`config.mk`:
```
export PLATFORM = sky130hd
export DESIGN_NAME = vc_output_arbiter
export DESIGN_NICKNAME = d
export VERILOG_FILES = /design/src/rtl/vc_output_arbiter.sv
export SDC_FILE = /design/constraint.sdc
export NUM_CORES = 1
export LEC_CHECK = 0
export ABC_AREA = 0
export CORE_AREA = 2 2 131 133
export CTS_BUF_LIST = sky130_fd_sc_hd__clkbuf_4
export CTS_CLUSTER_DIAMETER = 80
export DETAILED_ROUTE_END_ITERATION = 16
export DIE_AREA = 0 0 133 135
export HOLD_SLACK_MARGIN = 0.06
export PLACE_DENSITY = 0.86
export SYNTH_ARGS = -nofsm -noshare
export SYNTH_HDL_FRONTEND = slang
export SYNTH_SLANG_ARGS = --single-unit
```
`constraint.sdc`:
```
create_clock -name clk -period 2.89 [get_ports clk]
set_clock_uncertainty 0.15 [all_clocks]
set_input_delay 0.578 -clock clk [delete_from_list [all_inputs] [get_ports clk]]
set_output_delay 0.578 -clock clk [all_outputs]
set_load 0.05 [all_outputs]
```
`src/rtl/vc_output_arbiter.sv`:
```
// Round-robin, packet-atomic arbiter sharing one output link among NUM_VC credit-controlled VC buffers.
// Optional VC_ARB_STATS_EN adds per-VC grant counters and a link stall counter.
module vc_output_arbiter #(
  parameter int NUM_VC       = 4,
  parameter int FLIT_WIDTH   = 64,
  parameter int CREDIT_DEPTH = 8,
  parameter int VC_W         = 2
) (
  input  logic                         clk,
  input  logic                         rst,
  input  logic [NUM_VC-1:0]            vc_empty,
  input  logic [NUM_VC*FLIT_WIDTH-1:0] vc_flit,
  output logic [NUM_VC-1:0]            vc_consume,
  output logic                         out_valid,
  output logic [FLIT_WIDTH-1:0]        out_flit,
  output logic [VC_W-1:0]              out_vc,
  input  logic                         out_ready,
  input  logic                         credit_valid,
  input  logic [VC_W-1:0]              credit_vc,
  output logic                         busy
`ifdef VC_ARB_STATS_EN
  ,
  output logic [NUM_VC*32-1:0]         grant_cnt,
  output logic [31:0]                  stall_cnt
`endif
);

  localparam int CW = $clog2(CREDIT_DEPTH + 1);

  typedef enum logic {IDLE, SEND} state_e;

  state_e                state_q, state_d;
  logic [VC_W-1:0]       rr_ptr_q, rr_ptr_d;
  logic [VC_W-1:0]       locked_vc_q, locked_vc_d;
  logic [VC_W-1:0]       grant_vc, cand;
  logic                  pop, found, slot_free;
  logic [NUM_VC-1:0]     eligible, head_flag, tail_flag;
  logic [FLIT_WIDTH-1:0] flits [NUM_VC];
  logic [FLIT_WIDTH-1:0] sel_flit;
  logic                  out_valid_q;
  logic [FLIT_WIDTH-1:0] out_flit_q;
  logic [VC_W-1:0]       out_vc_q;

  function automatic logic [VC_W-1:0] wrap_add(input logic [VC_W-1:0] base, input int k);
    int s;
    s = int'(base) + k;
    if (s >= NUM_VC) s = s - NUM_VC;
    return VC_W'(s);
  endfunction

  assign slot_free = ~out_valid_q | out_ready;

  genvar gi;
  generate
    for (gi = 0; gi < NUM_VC; gi++) begin : g_vc
      logic [CW-1:0] credit_q;
      logic          credit_inc, credit_dec;

      assign flits[gi]      = vc_flit[gi*FLIT_WIDTH +: FLIT_WIDTH];
      assign head_flag[gi]  = flits[gi][FLIT_WIDTH-1];
      assign tail_flag[gi]  = flits[gi][FLIT_WIDTH-2];
      assign eligible[gi]   = ~vc_empty[gi] & (credit_q != '0);
      assign vc_consume[gi] = pop & (grant_vc == VC_W'(gi));

      assign credit_dec = vc_consume[gi];
      assign credit_inc = credit_valid & (credit_vc == VC_W'(gi));

      // Simultaneous pop and return cancel; returns beyond the depth are dropped.
      always_ff @(posedge clk or negedge rst) begin
        if (!rst) begin
          credit_q <= CW'(CREDIT_DEPTH);
        end else if (credit_dec & ~credit_inc) begin
          credit_q <= credit_q - 1'b1;
        end else if (credit_inc & ~credit_dec & (credit_q != CW'(CREDIT_DEPTH))) begin
          credit_q <= credit_q + 1'b1;
        end
      end
    end
  endgenerate

  assign sel_flit = flits[grant_vc];

  always_comb begin
    state_d     = state_q;
    rr_ptr_d    = rr_ptr_q;
    locked_vc_d = locked_vc_q;
    grant_vc    = '0;
    cand        = '0;
    pop         = 1'b0;
    found       = 1'b0;
    case (state_q)
      IDLE: begin
        if (slot_free) begin
          for (int k = 0; k < NUM_VC; k++) begin
            cand = wrap_add(rr_ptr_q, k);
            // Body flits left at a buffer head never start a packet.
            if (!found && eligible[cand] && head_flag[cand]) begin
              found    = 1'b1;
              grant_vc = cand;
            end
          end
          if (found) begin
            pop         = 1'b1;
            locked_vc_d = grant_vc;
            if (tail_flag[grant_vc]) begin
              rr_ptr_d = wrap_add(grant_vc, 1);
            end else begin
              state_d = SEND;
            end
          end
        end
      end
      SEND: begin
        grant_vc = locked_vc_q;
        if (slot_free && eligible[locked_vc_q]) begin
          pop = 1'b1;
          if (tail_flag[locked_vc_q]) begin
            state_d  = IDLE;
            rr_ptr_d = wrap_add(locked_vc_q, 1);
          end
        end
      end
      default: state_d = IDLE;
    endcase
  end

  always_ff @(posedge clk or negedge rst) begin
    if (!rst) begin
      state_q     <= IDLE;
      rr_ptr_q    <= '0;
      locked_vc_q <= '0;
    end else begin
      state_q     <= state_d;
      rr_ptr_q    <= rr_ptr_d;
      locked_vc_q <= locked_vc_d;
    end
  end

  always_ff @(posedge clk or negedge rst) begin
    if (!rst) begin
      out_valid_q <= 1'b0;
      out_flit_q  <= '0;
      out_vc_q    <= '0;
    end else if (pop) begin
      out_valid_q <= 1'b1;
      out_flit_q  <= sel_flit;
      out_vc_q    <= grant_vc;
    end else if (out_ready) begin
      out_valid_q <= 1'b0;
    end
  end

  assign out_valid = out_valid_q;
  assign out_flit  = out_flit_q;
  assign out_vc    = out_vc_q;
  assign busy      = (state_q == SEND);

`ifdef VC_ARB_STATS_EN
  logic [31:0] stall_cnt_q;
  logic [31:0] grant_cnt_q [NUM_VC];

  generate
    for (gi = 0; gi < NUM_VC; gi++) begin : g_stats
      always_ff @(posedge clk or negedge rst) begin
        if (!rst) begin
          grant_cnt_q[gi] <= '0;
        end else if (vc_consume[gi] & head_flag[gi]) begin
          grant_cnt_q[gi] <= grant_cnt_q[gi] + 32'd1;
        end
      end
      assign grant_cnt[gi*32 +: 32] = grant_cnt_q[gi];
    end
  endgenerate

  always_ff @(posedge clk or negedge rst) begin
    if (!rst) begin
      stall_cnt_q <= '0;
    end else if (out_valid_q & ~out_ready) begin
      stall_cnt_q <= stall_cnt_q + 32'd1;
    end
  end

  assign stall_cnt = stall_cnt_q;
`endif

endmodule

```
==> flow_metrics.env, run 1 <==
export IMPL_outcome="complete, but fails checks"
export IMPL_violations="negative setup slack"
export IMPL_track_usage_pct=27.9
export IMPL_period_minus_slack_ps=3340
export IMPL_drv_cap=0
export IMPL_worstSetupPathType="register to primary output"
export IMPL_cts_sinks=88
export IMPL_critPathCaptureType="primary output"
export IMPL_grt_pass1_vias=7179
export IMPL_die_h_um=135
export IMPL_drc=0
export IMPL_syn_area_mm2=0.00565
export IMPL_path_clk_slew_ps=160
export IMPL_die_width_um=133
export IMPL_vias=7131
export IMPL_fmax_ghz=0.300
export IMPL_avgSynthCellArea_um2=9.30
export IMPL_final_cells=1265
export IMPL_synth_compound_area_share_pct=22.4
export IMPL_antenna_found_initial=1
export IMPL_gr_total_overflow=0
export IMPL_yosysSeqAreaShare_pct=39.1
export IMPL_cts_buffers=9
export IMPL_wirelength_um=27500
export IMPL_vias_per_cell=5.64
export IMPL_coreArea_mm2=0.0164
export IMPL_drive_gt1_share_pct=30.6
export IMPL_synthArstFlopShare_pct=100
export IMPL_syn2layout_area_growth_pct=104
export IMPL_synth_main_ff_cell="dfrtp_1"
export IMPL_layout_setup_ws_ps=-447
export IMPL_yosys_area_share_simple_pct=16.1
export IMPL_finalSetupViolations=70
export IMPL_dieArea_mm2=0.0180
export IMPL_synthXorXnorAreaFrac_pct=2.33
export IMPL_hpwl_um=18500
export IMPL_yosysWarnings=0
export IMPL_gp_congestion=0.921
export IMPL_cts_root_buf="clkbuf_4"
export IMPL_synth_top_family_by_area="compound AO/OA/AOI/OAI gates"
export IMPL_period_share_pct=115
export IMPL_ys_ff_latch=88
export IMPL_synth_area_leaders="dfrtp_1, mux2_2, nand2_1, o22ai_1, mux2i_1"
export IMPL_hold_ws_ps=366
export IMPL_required_ps=2160
export IMPL_crit_arrival_ps=2610
export IMPL_place_ws_ps=-669
export IMPL_setup_worst_path_start="g_vc[1].credit_q[3]"
export IMPL_first_iter_violations=346
export IMPL_yosysTopAreaCell="dfrtp_1"
export IMPL_synth_edf_count=0
export IMPL_start_util_pct=34.4
export IMPL_ir_drop_uv=939
export IMPL_nets=1309
export IMPL_drv_slew=0
export IMPL_p_leak_nw=4.82
export IMPL_ant_nets=0
export IMPL_place_area_mm2=0.00995
export IMPL_startpoint_type="register"
export IMPL_grt_pass1_wl_um=38600
export IMPL_syn_inst=607
export IMPL_power_density_mw_per_mm2=1250
export IMPL_min_path_type="register to register"
export IMPL_synthDistinctLibCells=68
export IMPL_cts_buffer_depth=2
export IMPL_power_mw=14.3
export IMPL_cts_tree="built"
export IMPL_rsz0062_at_grt="true"
export IMPL_muxShareOfSynthArea_pct=14.3
export IMPL_utilization_pct=70.0
export IMPL_hold_start="out_flit[27]"
export IMPL_clock_latency_ps=480
export IMPL_max_slew_worst_pin_slew_ps=629
export IMPL_ios=338
export IMPL_grt_max_degree=47
export IMPL_relSlewSlack_pct=58.1
export IMPL_place_inst=1207
export IMPL_synth_top_area_share_pct=37.2
export IMPL_crit_path_max_fanout=5
export IMPL_syn_nets=877
export IMPL_htreeDepth=3
export IMPL_synthAdderAreaFrac_pct=0.886
export IMPL_placementRows=47
export IMPL_wl_per_cell_um=21.7
export IMPL_hold_violations=0
export IMPL_rr_startpoint="g_vc[1].credit_q[3]"
export IMPL_mostFrequentLayoutCells="clkdlybuf4s50_1, nand2_1, buf_4"
export IMPL_design_area_mm2=0.0115
export IMPL_final_common_cell="clkdlybuf4s50_1"
export IMPL_portBuffers=337
export IMPL_setup_tns_ps=-9800
export IMPL_drt_first_pass_iters=7
==> sequential cells by signal (all words and copies together) (netlist names) <==
signal	flops
busy	1
g_vc.credit_q	16
locked_vc_q	2
out_flit	64
out_valid	1
out_vc	2
rr_ptr_q	2
==> Yosys cell counts (2+ instances only) <==
cell type,n
nand2_1,127
dfrtp_1,84
o22ai_1,68
mux2_2,44
a31oi_1,42
mux2i_1,28
o221ai_1,23
clkbuf_1,22
nor2_1,14
buf_2,10
nand3_1,8
o21ai_0,8
xor2_1,8
buf_4,7
nor3_1,7
xnor2_1,7
nand2b_1,6
o21a_1,6
buf_6,5
buf_1,4
dfstp_2,4
ha_1,4
a22o_1,3
a22oi_1,3
and2_1,3
mux2_1,3
nand4_1,3
nor2b_1,3
nor4_1,3
a21oi_1,2
a2bb2oi_1,2
and3_1,2
inv_1,2
inv_2,2
nand3b_1,2
nor4_2,2
o211ai_1,2
o21ai_1,2
or3_1,2
or4_1,2
==> metal layers <==
| layer | global-route usage [%] | vias up | wire (um) |
|---|---|---|---|
| met5 | 0 | - | 0 |
| met2 | 49.9 | 391 | 14100 |
| met4 | 12.9 | 0 | 1280 |
| li1 | - | 3166 | - |
| met1 | 31.2 | 3482 | 10000 |
| met3 | 7.21 | 92 | 2070 |
==> final timing paths <==
check	slack (ps)	depth (start not counted)	to
max	-450	8	vc_consume[3]
min	370	2	out_flit[27]
max reg2reg	-350	11	g_vc[2].credit_q[1]
min reg2reg	370	2	out_flit[27]
max in group asynchronous	1320	3	g_vc[0].credit_q[3]
min in group asynchronous	500	2	out_flit[48]
==> worst max-delay path, stage by stage, from the launching register on <==
cell	delay, ps
dfstp_2	400
or4_4	580
a2111oi_4	350
a211o_2	210
buf_6	110
o21ai_4	60
buf_6	140
and2_4	140
buf_12	140
==> where the power goes <==
| group | total [mW] | switching, mW | internal, mW |
|---|---|---|---|
| Clock | 0.781 | 0.502 | 0.279 |
| Combinational | 11.1 | 5.90 | 5.20 |
| Sequential | 2.42 | 0.503 | 1.92 |
| Total | 14.3 | 6.91 | 7.40 |
==> kinds of logic (layout without fill, tap and decap cells) <==
family,count (synthesis),after routing
and+or+nand+nor,194,194
other,0,1
muxes,75,75
adders and majority gates,4,4
AOI/OAI and AO/OA,179,179
DFF,88,88
buffers and inverters,52,489
xor gates and xnor gates,15,15
==> cell type report <==
type | instances | area, um2
repair buffers | 469 | 4860
fillers | 1090 | 4910
inverters | 4 | 17.5
clock inverters | 6 | 68.8
multi-input cells | 467 | 3980
well taps | 220 | 275
diodes | 1 | 2.50
flip-flops and latches | 88 | 2210
clock buffers | 10 | 75.1
==> what timing repair did <==
action | 4_1_cts | 5_1_grt
hold endpoints to repair | 44 | 0
pin swaps | 30 | 25
gates cloned | 7 | 3
gates resized for setup | 93 | 103
setup endpoints to repair | 28 | 81
buffers inserted | 18 | 18
hold buffers | 1 | 0
No activity file was read; power rests on OpenSTA's default activity.
==> run 2: changes to the inputs <==
- CORE_AREA: 2 2 131 133 -> 2 2 130 132
- DIE_AREA: 0 0 133 135 -> 0 0 132 134
- PLACE_DENSITY: 0.86 -> 0.84
- clock period: 2.89 -> 4.15 ns (I/O delays scaled with it)
==> flow_metrics.env, run 2 (synthesized netlist as in run 1, its figures left out) <==
export IMPL_ir_drop_uv=506
export IMPL_fmax_ghz=0.252
export IMPL_rsz0062_at_grt="false"
export IMPL_vias_per_cell=5.41
export IMPL_top_layer_used="met4"
export IMPL_drv_slew=0
export IMPL_power_density_mw_per_mm2=809
export IMPL_wl_per_cell_um=19.3
export IMPL_die_width_um=132
export IMPL_setup_tns_ps=0
export IMPL_cp_cell_sequence="clkdlybuf4s50_1 -> nand2b_1 -> or4b_2 -> nand3_1 -> o21ai_4 -> buf_4 -> nor3_4 -> buf_4"
export IMPL_crit_path_max_fanout=6
export IMPL_cts_buffers=9
export IMPL_largest_reg_flops=64
export IMPL_crit_top_cell="buf_4"
export IMPL_hold_buffers=0
export IMPL_hold_violations=0
export IMPL_drive_gt1_share_pct=12.8
export IMPL_crit_slowest_cell="or4b_2"
export IMPL_max_slew_worst_pin_slew_ps=1070
export IMPL_track_usage_pct=25.1
export IMPL_mostFrequentLayoutCells="clkdlybuf4s50_1, nand2_1, dfrtp_1"
export IMPL_ant_nets=0
export IMPL_hpwl_um=17300
export IMPL_grt_pass1_vias=6388
export IMPL_gp_congestion=0.938
export IMPL_gr_total_overflow=0
export IMPL_coreArea_mm2=0.0163
export IMPL_startpoint_type="input port"
export IMPL_grt_pass1_wl_um=34800
export IMPL_dieArea_mm2=0.0177
export IMPL_required_ps=3170
export IMPL_dr_wl_met2_um=11100
export IMPL_cts_root_buf="clkbuf_4"
export IMPL_nets=1209
export IMPL_path_clk_slew_ps=150
export IMPL_placementRows=47
export IMPL_dr_wl_met3_um=1590
export IMPL_cts_buffer_depth=2
export IMPL_critPathCaptureType="primary output"
export IMPL_drt_met1_wl_um=9110
export IMPL_outcome="finished clean"
export IMPL_grt_max_degree=89
export IMPL_syn2layout_area_growth_pct=68.6
export IMPL_htreeDepth=3
export IMPL_portBuffers=337
export IMPL_max_stage_delay_ps=650
export IMPL_drc=0
export IMPL_cts_sinks=88
export IMPL_crit_arrival_ps=2990
export IMPL_finalSetupViolations=0
export IMPL_cts_setup_buffers=0
export IMPL_drv_cap=0
export IMPL_antenna_found_initial=2
export IMPL_drt_first_pass_iters=5
export IMPL_cts_tree="built"
export IMPL_first_iter_violations=323
export IMPL_p_leak_nw=3.85
export IMPL_vias=6301
export IMPL_die_h_um=134
export IMPL_clock_latency_ps=450
export IMPL_ctsResizeCount=0
export IMPL_wirelength_um=22500
export IMPL_cp_num_buf_inv=3
export IMPL_layout_setup_ws_ps=178
export IMPL_relSlewSlack_pct=28.3
export IMPL_period_share_pct=95.7
export IMPL_worstSetupPathType="input port to primary output"
export IMPL_cp_top_family="simple AND/OR/NAND/NOR gates"
export IMPL_min_path_type="input port to async pin"
export IMPL_place_ws_ps=72.4
export IMPL_power_mw=7.70
export IMPL_period_minus_slack_ps=3970
export IMPL_final_common_cell="clkdlybuf4s50_1"
export IMPL_start_util_pct=34.7
export IMPL_ios=338
==> run 2: path summary, 6_finish.rpt <==
| kind | startpoint | endpoint | slack [ps] | cells after the start |
|---|---|---|---|---|
| hold / removal | rst | out_flit[49] | 240 | 2 |
| min in group clk | out_flit[24] | out_flit[24] | 360 | 2 |
| setup reg to reg | g_vc[1].credit_q[1] | g_vc[1].credit_q[2] | 710 | 12 |
| hold reg to reg | out_flit[24] | out_flit[24] | 360 | 2 |
| max in group asynchronous | rst | g_vc[2].credit_q[3] | 3190 | 2 |
| setup / recovery | vc_empty[2] | vc_consume[0] | 180 | 8 |
==> run 2: final cells by class <==
cell class / count / area, um2
Antenna cell: 1 / 2.50
Clock buffer: 10 / 75.1
Clock inverter: 6 / 83.8
Fill cell: 1430 / 6770
Inverter: 4 / 15.0
Multi-Input combinational cell: 467 / 3200
Sequential cell: 88 / 2210
Tap cell: 220 / 275
Timing Repair Buffer: 369 / 3660
==> run 2: report_power, final <==
part	internal (mW)	switching (mW)	leakage, nW
Sequential	1.34	0.387	1.02
Clock	0.248	0.317	0.0801
Combinational	2.15	3.27	2.75
==> run 2: stage by stage <==
stage / utilization (%) / hold WS (ps) / area, um2 / std cells
after floorplan: - / 333 / 5650 / 607
after detailed placement: 57.4 / 331 / 9360 / 1148
after global routing: 58.5 / 254 / 9520 / 1165
final: 58.5 / 242 / 9520 / 1165
after global placement: 57.4 / 318 / 9360 / 1148
after CTS: 58.4 / 240 / 9510 / 1164
==> run 2: routing by layer <==
metal  track usage [%]  up-vias
li1                  -     2969
met1              30.4     2984
met2              42.7      310
met3              6.84       38
met4              9.54        0
met5                 0        -
==> run 2: worst register-to-register path, cell delays in order (launching register included) <==
cell       delay [ps]
dfrtp_1           480
or4_4             620
a2111oi_4         340
a211o_2           220
o21ai_4           110
nand3_1           220
nor2_1             90
xor2_1            150
ha_1              200
or3_1             340
nor4_1            180
a41o_1            140
xor2_1            140
==> run 3: changes to the inputs <==
- PLACE_DENSITY: 0.84 -> not set
- PLACE_DENSITY_LB_ADDON: not set -> 0.12
==> flow_metrics.env, run 3 (synthesized netlist as in run 1, its figures left out) <==
export IMPL_mostFrequentLayoutCells="clkdlybuf4s50_1, nand2_1, dfrtp_1"
export IMPL_drc=0
export IMPL_cts_root_buf="clkbuf_4"
export IMPL_rsz0062_at_grt="false"
export IMPL_regArea_mm2=0.00221
export IMPL_outcome="finished clean"
export IMPL_drv_slew=0
export IMPL_place_area_mm2=0.00940
export IMPL_ios=338
export IMPL_power_density_mw_per_mm2=821
export IMPL_path_clk_slew_ps=170
export IMPL_ctsResizeCount=0
export IMPL_crit_arrival_ps=2970
export IMPL_clock_latency_ps=500
export IMPL_ir_drop_uv=451
export IMPL_hold_violations=0
export IMPL_finalSetupViolations=0
export IMPL_required_ps=3170
export IMPL_fmax_ghz=0.253
export IMPL_fillCellCount=1445
export IMPL_wl_per_cell_um=20.3
export IMPL_gr_total_overflow=0
export IMPL_worstSetupPathType="input port to primary output"
export IMPL_htreeDepth=3
export IMPL_die_width_um=132
export IMPL_cts_sinks=88
export IMPL_hold_buffers=0
export IMPL_relSlewSlack_pct=28.6
export IMPL_cts_setup_buffers=0
export IMPL_period_share_pct=95.2
export IMPL_wirelength_um=23800
export IMPL_gp_congestion=0.869
export IMPL_first_iter_violations=396
export IMPL_largest_reg_flops=64
export IMPL_p_leak_nw=3.88
export IMPL_dieArea_mm2=0.0177
export IMPL_syn2layout_area_growth_pct=69.6
export IMPL_period_minus_slack_ps=3950
export IMPL_critPathCaptureType="primary output"
export IMPL_vias_per_cell=5.41
export IMPL_placementRows=47
export IMPL_grt_max_degree=79
export IMPL_hpwl_um=18300
export IMPL_vias=6321
export IMPL_start_util_pct=34.7
export IMPL_final_common_cell="clkdlybuf4s50_1"
export IMPL_track_usage_pct=26.4
export IMPL_drt_first_pass_iters=5
export IMPL_design_area_mm2=0.00958
export IMPL_setup_tns_ps=0
export IMPL_grt_pass1_vias=6489
export IMPL_die_h_um=134
export IMPL_max_slew_worst_pin_slew_ps=1070
export IMPL_cts_tree="built"
export IMPL_min_path_type="input port to async pin"
export IMPL_nets=1211
export IMPL_multi_input_area_mm2=0.00319
export IMPL_drv_cap=0
export IMPL_ant_nets=0
export IMPL_antenna_found_initial=3
export IMPL_portBuffers=337
export IMPL_cts_buffers=9
export IMPL_drive_gt1_share_pct=13.0
export IMPL_coreArea_mm2=0.0163
export IMPL_crit_path_max_fanout=6
export IMPL_cts_buffer_depth=2
export IMPL_grt_pass1_wl_um=36300
export IMPL_startpoint_type="input port"
run 3: changes by cell type in the layout (fill, tap and decap cells not counted), sizes merged:
cell / change
buf: +2
diode: +2
clkinvlp: -1
clkinv: +1
clkbuf: -1
inv: +1
run 3: power by group:
part	total (mW)	internal, mW	switching [mW]
registers	1.71	1.34	0.376
clock network	0.605	0.251	0.354
logic	5.55	2.21	3.34
total	7.86	3.79	4.07
run 3: per-stage QoR:
step / hold WS [ps] / std cells / util (%) / power (mW) / worst slack (ps)
after detailed placement: 324 / 1150 / 57.7 / 7.28 / 65.5
after floorplan: 333 / 607 / - / 5.29 / 470
after global placement: 321 / 1150 / 57.7 / 7.17 / 202
final: 323 / 1169 / 58.8 / 7.86 / 197
after global routing: 369 / 1169 / 58.8 / 8.34 / 104
after CTS: 363 / 1166 / 58.7 / 7.90 / 206
run 3: final cells by class:
| cell class | count | area share (%) |
|---|---|---|
| flip-flops and latches | 88 | 23.0 |
| well taps | 220 | 2.87 |
| clock buffers | 9 | 0.706 |
| repair buffers | 371 | 38.7 |
| diodes | 3 | 0.0784 |
| multi-input cells | 467 | 33.4 |
| clock inverters | 7 | 1.10 |
| inverters | 4 | 0.157 |
run 3: final timing paths:
check	depth (start not counted)	startpoint	slack [ps]	endpoint
setup / recovery	10	vc_flit[127]	200	vc_consume[1]
hold / removal	1	rst	320	busy
setup reg to reg	12	g_vc[0].credit_q[1]	670	g_vc[1].credit_q[2]
hold reg to reg	2	out_flit[5]	360	out_flit[5]
max in group asynchronous	2	rst	2700	out_flit[58]
min in group clk	2	out_flit[5]	360	out_flit[5]
run 3: worst max-delay path, cell delays in order:
cell,delay [ps]
clkdlybuf4s50_1,480
nor2b_1,140
buf_4,160
a22oi_1,90
a211o_2,380
o21ai_4,270
nand3_1,190
buf_4,200
inv_2,100
buf_12,140
run 3: layer usage:
layer / up-vias / global-route usage [%] / share of wire (%)
li1: 2967 / - / -
met1: 3059 / 31.1 / 39
met2: 262 / 46.6 / 51
met3: 33 / 7.33 / 7.0
met4: 0 / 8.45 / 2.4
met5: - / 0 / 0
